===== src/rtl/ysyx_22050854_wb_arbiter_if.sv =====
// Write-back arbiter bus: requester handshake, register file write port and scoreboard access.
// The arbiter uses the slave modport; the execute/issue side uses master.
interface ysyx_22050854_wb_arbiter_if #(
   parameter int NREQ = 3,
   parameter int XLEN = 64
);
   logic [NREQ-1:0]      req_valid;
   logic [NREQ-1:0]      req_ready;
   logic [5*NREQ-1:0]    req_rd;
   logic [XLEN*NREQ-1:0] req_data;

   logic                 rf_wen;
   logic [4:0]           rf_waddr;
   logic [XLEN-1:0]      rf_wdata;

   logic                 sb_set_valid;
   logic [4:0]           sb_set_rd;
   logic [4:0]           sb_q_rs1;
   logic [4:0]           sb_q_rs2;
   logic [4:0]           sb_q_rd;
   logic                 sb_busy_rs1;
   logic                 sb_busy_rs2;
   logic                 sb_busy_rd;

   modport master (
      output req_valid, req_rd, req_data,
      output sb_set_valid, sb_set_rd, sb_q_rs1, sb_q_rs2, sb_q_rd,
      input  req_ready,
      input  rf_wen, rf_waddr, rf_wdata,
      input  sb_busy_rs1, sb_busy_rs2, sb_busy_rd
   );

   modport slave (
      input  req_valid, req_rd, req_data,
      input  sb_set_valid, sb_set_rd, sb_q_rs1, sb_q_rs2, sb_q_rd,
      output req_ready,
      output rf_wen, rf_waddr, rf_wdata,
      output sb_busy_rs1, sb_busy_rs2, sb_busy_rd
   );
endinterface


===== src/rtl/ysyx_22050854_wb_arbiter.sv =====
// Round-robin write-back arbiter onto the single register file write port, plus a
// busy-bit scoreboard of pending destination registers for RAW/WAW stalls.
module ysyx_22050854_wb_arbiter #(
   parameter int NREQ = 3,
   parameter int XLEN = 64
) (
   input  logic                          clk,
   input  logic                          rst_n,
   ysyx_22050854_wb_arbiter_if.slave     bus
);
   localparam int PTR_W = (NREQ > 1) ? $clog2(NREQ) : 1;
   localparam int CW    = PTR_W + 1;

   logic [4:0]      req_rd_a   [NREQ];
   logic [XLEN-1:0] req_data_a [NREQ];

   genvar gi;
   generate
      for (gi = 0; gi < NREQ; gi++) begin : g_unpack
         assign req_rd_a[gi]   = bus.req_rd[5*gi +: 5];
         assign req_data_a[gi] = bus.req_data[XLEN*gi +: XLEN];
      end
   endgenerate

   logic [PTR_W-1:0] rr_ptr_q, rr_ptr_d;
   logic             rf_wen_q, rf_wen_d;
   logic [4:0]       rf_waddr_q, rf_waddr_d;
   logic [XLEN-1:0]  rf_wdata_q, rf_wdata_d;
   logic [31:0]      busy_q, busy_d;

   logic [NREQ-1:0]  grant_oh;
   logic [PTR_W-1:0] grant_idx;
   logic             grant_any;
   logic [CW-1:0]    cand;
   logic [4:0]       sel_rd;
   logic             do_write;

   // Search from rr_ptr upward with wraparound; the first valid requester wins.
   always_comb begin
      grant_oh  = '0;
      grant_idx = '0;
      grant_any = 1'b0;
      cand      = '0;
      for (int k = 0; k < NREQ; k++) begin
         cand = CW'(rr_ptr_q) + CW'(k);
         if (cand >= CW'(NREQ)) begin
            cand = cand - CW'(NREQ);
         end
         if (!grant_any && bus.req_valid[cand[PTR_W-1:0]]) begin
            grant_any = 1'b1;
            grant_idx = cand[PTR_W-1:0];
         end
      end
      if (grant_any) begin
         grant_oh[grant_idx] = 1'b1;
      end
   end

   assign bus.req_ready = grant_oh;

   // The output slot is always free, so every grant is an accept.
   always_comb begin
      rr_ptr_d   = rr_ptr_q;
      sel_rd     = req_rd_a[grant_idx];
      do_write   = grant_any && (sel_rd != 5'd0);
      rf_wen_d   = do_write;
      rf_waddr_d = rf_waddr_q;
      rf_wdata_d = rf_wdata_q;
      if (grant_any) begin
         rr_ptr_d = (grant_idx == PTR_W'(NREQ - 1)) ? '0 : grant_idx + 1'b1;
      end
      if (do_write) begin
         rf_waddr_d = sel_rd;
         rf_wdata_d = req_data_a[grant_idx];
      end
   end

   // Clear first, then set: a same-register set on the commit edge keeps the bit busy.
   always_comb begin
      busy_d = busy_q;
      if (rf_wen_q) begin
         busy_d[rf_waddr_q] = 1'b0;
      end
      if (bus.sb_set_valid && (bus.sb_set_rd != 5'd0)) begin
         busy_d[bus.sb_set_rd] = 1'b1;
      end
      busy_d[0] = 1'b0;
   end

   always_ff @(posedge clk or negedge rst_n) begin
      if (!rst_n) begin
         rr_ptr_q   <= '0;
         rf_wen_q   <= 1'b0;
         rf_waddr_q <= '0;
         rf_wdata_q <= '0;
         busy_q     <= '0;
      end else begin
         rr_ptr_q   <= rr_ptr_d;
         rf_wen_q   <= rf_wen_d;
         rf_waddr_q <= rf_waddr_d;
         rf_wdata_q <= rf_wdata_d;
         busy_q     <= busy_d;
      end
   end

   assign bus.rf_wen   = rf_wen_q;
   assign bus.rf_waddr = rf_waddr_q;
   assign bus.rf_wdata = rf_wdata_q;

   // No bypass: a register being written this cycle still reads busy.
   assign bus.sb_busy_rs1 = busy_q[bus.sb_q_rs1];
   assign bus.sb_busy_rs2 = busy_q[bus.sb_q_rs2];
   assign bus.sb_busy_rd  = busy_q[bus.sb_q_rd];
endmodule


===== src/flat_wrapper.sv =====
// flat-port wrapper written by rule: the top's interface ports become plain ports
module ysyx_22050854_wb_arbiter_flat 
#(
   parameter int NREQ = 3,
   parameter int XLEN = 64
)
  (clk, rst_n, bus_req_valid, bus_req_rd, bus_req_data, bus_sb_set_valid, bus_sb_set_rd, bus_sb_q_rs1, bus_sb_q_rs2, bus_sb_q_rd, bus_req_ready, bus_rf_wen, bus_rf_waddr, bus_rf_wdata, bus_sb_busy_rs1, bus_sb_busy_rs2, bus_sb_busy_rd);
  ysyx_22050854_wb_arbiter_if #(.NREQ(NREQ), .XLEN(XLEN)) bus_i ();
  input  logic clk;
  input  logic rst_n;
  input wire logic [$bits(bus_i.req_valid)-1:0] bus_req_valid;
  input wire logic [$bits(bus_i.req_rd)-1:0] bus_req_rd;
  input wire logic [$bits(bus_i.req_data)-1:0] bus_req_data;
  input wire logic [$bits(bus_i.sb_set_valid)-1:0] bus_sb_set_valid;
  input wire logic [$bits(bus_i.sb_set_rd)-1:0] bus_sb_set_rd;
  input wire logic [$bits(bus_i.sb_q_rs1)-1:0] bus_sb_q_rs1;
  input wire logic [$bits(bus_i.sb_q_rs2)-1:0] bus_sb_q_rs2;
  input wire logic [$bits(bus_i.sb_q_rd)-1:0] bus_sb_q_rd;
  output wire logic [$bits(bus_i.req_ready)-1:0] bus_req_ready;
  output wire logic [$bits(bus_i.rf_wen)-1:0] bus_rf_wen;
  output wire logic [$bits(bus_i.rf_waddr)-1:0] bus_rf_waddr;
  output wire logic [$bits(bus_i.rf_wdata)-1:0] bus_rf_wdata;
  output wire logic [$bits(bus_i.sb_busy_rs1)-1:0] bus_sb_busy_rs1;
  output wire logic [$bits(bus_i.sb_busy_rs2)-1:0] bus_sb_busy_rs2;
  output wire logic [$bits(bus_i.sb_busy_rd)-1:0] bus_sb_busy_rd;
  assign bus_i.req_valid = bus_req_valid;
  assign bus_i.req_rd = bus_req_rd;
  assign bus_i.req_data = bus_req_data;
  assign bus_i.sb_set_valid = bus_sb_set_valid;
  assign bus_i.sb_set_rd = bus_sb_set_rd;
  assign bus_i.sb_q_rs1 = bus_sb_q_rs1;
  assign bus_i.sb_q_rs2 = bus_sb_q_rs2;
  assign bus_i.sb_q_rd = bus_sb_q_rd;
  assign bus_req_ready = bus_i.req_ready;
  assign bus_rf_wen = bus_i.rf_wen;
  assign bus_rf_waddr = bus_i.rf_waddr;
  assign bus_rf_wdata = bus_i.rf_wdata;
  assign bus_sb_busy_rs1 = bus_i.sb_busy_rs1;
  assign bus_sb_busy_rs2 = bus_i.sb_busy_rs2;
  assign bus_sb_busy_rd = bus_i.sb_busy_rd;
  ysyx_22050854_wb_arbiter #(.NREQ(NREQ), .XLEN(XLEN)) u_core (.clk(clk), .rst_n(rst_n), .bus(bus_i));
endmodule

===== config.mk =====
export PLATFORM = sky130hd
export DESIGN_NAME = ysyx_22050854_wb_arbiter_flat
export DESIGN_NICKNAME = d
export VERILOG_FILES = /design/src/rtl/ysyx_22050854_wb_arbiter_if.sv /design/src/rtl/ysyx_22050854_wb_arbiter.sv /design/src/flat_wrapper.sv
export SDC_FILE = /design/constraint.sdc
export NUM_CORES = 1
export LEC_CHECK = 0
export CORE_UTILIZATION = 47
export CTS_BUF_LIST = sky130_fd_sc_hd__clkbuf_8
export DETAILED_ROUTE_END_ITERATION = 12
export PLACE_DENSITY = 0.92
export SETUP_SLACK_MARGIN = 0.3
export SLEW_MARGIN = 20
export SYNTH_ARGS = -nofsm -noshare
export SYNTH_HDL_FRONTEND = slang
export SYNTH_SLANG_ARGS = --single-unit

===== constraint.sdc =====
create_clock -name clk -period 5.8 [get_ports clk]
set_input_delay 1.16 -clock clk [delete_from_list [all_inputs] [get_ports clk]]
set_output_delay 1.16 -clock clk [all_outputs]
set_load 0.01 [all_outputs]

==> results by group <==
Setup path
  • Critical path endpoint category: primary output
  • CP max FO: 9
  • CP Buf/Inv Count: 2
  • Top Family by Delay on Critical Path: multiplexers
  • Worst stage delay on the critical path: 0.80 ns
  • CP max stage cell: clkdlybuf4s50_1
  • Worst setup SP type: primary input
  • CP Class: in2out
  • Cells along the critical path: clkdlybuf4s50_1, mux4_2, mux4_2, mux2_2, clkdlybuf4s50_1
  • CP Data Required Time: 4.64 ns
  • WP data arrival: 3.80 ns

Power
  • Clock power share: 0.086
  • Leak: 4.016 nW
  • Power per cell area: 596.0 nW/um^2
  • Sw Ratio: 0.4368
  • Total power: 6.070 mW
  • Net switching power: 2.651 mW
  • Combinational share of power: 0.665
  • Seq pwr share: 0.250
  • Internal Power: 3.419 mW
  • Worst vdd ir: 0.3705 mV

GRT
  • GR Overflow Total: 0
  • Initial antenna violation count: 1
  • Pin count of the biggest net entering global routing: 129
  • First-pass GRT wire length: 36.42 mm
  • Vias in the first global route: 6758
  • GRT Total Usage: 0.3229

STA
  • Fin Setup TNS: 0 ns
  • Crit path time final: 4.959 ns
  • Clock skew: 0.01100 ns
  • Worst slew pin tran: 0.8382 ns
  • Fin. Hold Viols: 0
  • Final worst path period share: 0.8550
  • Worst slew margin: 0.4400
  • Final Slew Violations: 0
  • Fmax: 201.6 MHz
  • Final setup vio count: 0
  • Worst setup margin: 0.8409 ns
  • RSZ-0062 raised after global routing: false

Min path
  • Hold Crit Class: reg2reg

Die
  • Cell Rows: 43
  • DIE WIDTH: 122.5 um
  • Boundary Pins: 309
  • Die ar.: 15000 sq um
  • Core ar.: 14040 sq um
  • Initial Utilization: 0.4857
  • Die Height: 122.5 um

Synthesis
  • #FFs+latches synth: 103
  • Post-synthesis area per instance: 9.842 sq um
  • Cells after Synth: 693
  • Syn_nets: 930
  • Total of warnings raised by yosys: 0
  • Syn Std Cell Area: 6820 sq um
  • Yosys cell types: 46
  • Sequential share of the synthesized area: 0.3779

Layout
  • Proportion of layout cells with a drive suffix above 1: 0.06996
  • Area Overhead vs Synth: 49.31%
  • Core Util, Final: 0.7252
  • Layout Nets: 1205
  • Most frequent cells in the layout: clkdlybuf4s50_1, o21ai_0, dfrtp_1
  • Commonest non-fill, non-tap cell in the layout: clkdlybuf4s50_1

Detailed routing
  • Final wirelength: 24.09 mm
  • Via density: 5.971
  • Avg WL per Cell: 20.89 um
  • DR pass1 iterations: 5
  • Via Count: 6884
  • DR DRC count: 0
  • Initial detailed-routing violation count: 496
  • Post-route ant nets: 0

Clock tree
  • CTS tree: yes
  • Post-CTS repair timing setup buffer count: 0
  • H-tree depth: 3
  • Post-CTS Resized: 0
  • TritonCTS buffer count: 9
  • Clk slew on worst S/H paths: 0.10 ns
  • Worst skew pair latency: 0.37 ns
  • Buffer depth of the longest clock path: 2
  • CTS Hold Buffers Added: 0
  • CTS root buf: clkbuf_8
  • Clk sinks: 103

Flow run
  • Max Cap Violations: 0

Place
  • RePlAce Congestion: 1.046
  • PortBufs: 308
  • Post-DP HPWL: 18.48 mm
  • DP Worst Slack: 0.8300 ns

Status
  • Status: completed
==> worst reg2reg max path, stage by stage, from the launching register on <==
cell and delay (ns):
dfrtp_1 0.41, inv_1 0.10, ha_1 0.39, mux2i_1 0.27
nor2_1 0.09, o221ai_1 0.45, nand2_4 0.10, o31ai_1 0.52
nor4_4 0.12, a21oi_4 0.70, buf_4 0.50, a221o_1 0.25
==> area by class of cell <==
cell class | instances | area [sq um]
diodes | 1 | 2.502
clock buffers | 9 | 123.9
clock inverters | 6 | 102.6
fillers | 1021 | 3859
inverters | 8 | 30.03
multi-input cells | 531 | 3973
flip-flops and latches | 103 | 2577
well taps | 180 | 225.2
repair buffers | 315 | 3149
==> metal layers <==
layer	vias up	part of all wire	track usage
met2	361	0.52	0.5636
met3	76	0.080	0.1046
li1	3150	-	-
met1	3295	0.35	0.3579
met5	-	0.00054	0
met4	2	0.042	0.1410
==> registers in the layout, indices dropped and copies added, names as in the netlist <==
name and flops:
u_core.busy_q 31, u_core.rr_ptr_q 2, u_core.bus.rf_wen 1, u_core.bus.rf_waddr 5, u_core.bus.rf_wdata 64
==> kinds of logic after synthesis <==
group	Yosys count	share of synthesized area
muxes	101	0.1998
AOI/OAI and AO/OA	228	0.2218
buffers and inverters	59	0.04421
and+or+nand+nor	198	0.1490
adders and majority gates	4	0.007338
DFF	103	0.3779
==> synth_stat cells (all sizes together) <==
| cell type | n | share of area |
|---|---|---|
| o21ai | 140 | 0.10 |
| dfrtp | 103 | 0.38 |
| nand2 | 86 | 0.047 |
| mux2i | 66 | 0.097 |
| and2 | 65 | 0.060 |
| a221o | 64 | 0.094 |
| clkbuf | 33 | 0.018 |
| mux4 | 27 | 0.089 |
| buf | 18 | 0.022 |
| nand3 | 16 | 0.012 |
| nor2 | 10 | 0.0059 |
| a21oi | 9 | 0.0077 |
| inv | 8 | 0.0044 |
| mux2 | 8 | 0.014 |
| nand3b | 7 | 0.0077 |
| ha | 4 | 0.0073 |
| a21o | 3 | 0.0033 |
| a31oi | 2 | 0.0018 |
| nand2b | 2 | 0.0018 |
| nor2b | 2 | 0.0018 |
| or2 | 2 | 0.0018 |
| or3b | 2 | 0.0026 |
| a21boi | 1 | 0.0011 |
| a22o | 1 | 0.0013 |
| and3b | 1 | 0.0013 |
| nand4b | 1 | 0.0013 |
| nor3 | 1 | 0.00073 |
| nor4 | 1 | 0.0031 |
| nor4b | 1 | 0.0013 |
| o211ai | 1 | 0.0011 |
| o21a | 1 | 0.0011 |
| o221a | 1 | 0.0017 |
| o221ai | 1 | 0.0013 |
| o22ai | 1 | 0.00092 |
| o311a | 1 | 0.0015 |
| o311ai | 1 | 0.0013 |
| o31ai | 1 | 0.0011 |
| or3 | 1 | 0.00092 |
==> stage by stage <==
stage	instances	hold WS, ns	cell area (sq um)
after CTS	1152	0.5448	10180
after floorplan	693	0.4979	6820
after global placement	1137	0.5121	9951
after detailed placement	1137	0.5184	9951
after global routing	1152	0.5531	10180
final	1153	0.5417	10180
==> power by group through the flow <==
stage | clock network, mW | logic, mW | registers, mW
after floorplan | 0 | 2.61 | 1.49
after global placement | 0 | 3.90 | 1.47
after detailed placement | 0 | 4.05 | 1.49
after CTS | 0.530 | 4.04 | 1.49
after global routing | 0.552 | 4.38 | 1.56
final | 0.521 | 4.03 | 1.51
==> worst paths after layout <==
check                                        start  cells after the start  slack, ns                       to
max in group asynchronous                    rst_n                      2       3.85         u_core.busy_q[6]
min reg2reg                u_core.bus.rf_wdata[15]                      1       0.54  u_core.bus.rf_wdata[15]
max reg2reg                     u_core.rr_ptr_q[1]                     11       1.85  u_core.bus.rf_wdata[43]
min in group asynchronous                    rst_n                      1       0.83         u_core.busy_q[3]
max                                bus_sb_q_rs1[0]                      5       0.84          bus_sb_busy_rs1
min                        u_core.bus.rf_wdata[15]                      1       0.54  u_core.bus.rf_wdata[15]
Power figures use the tool's default switching activity.
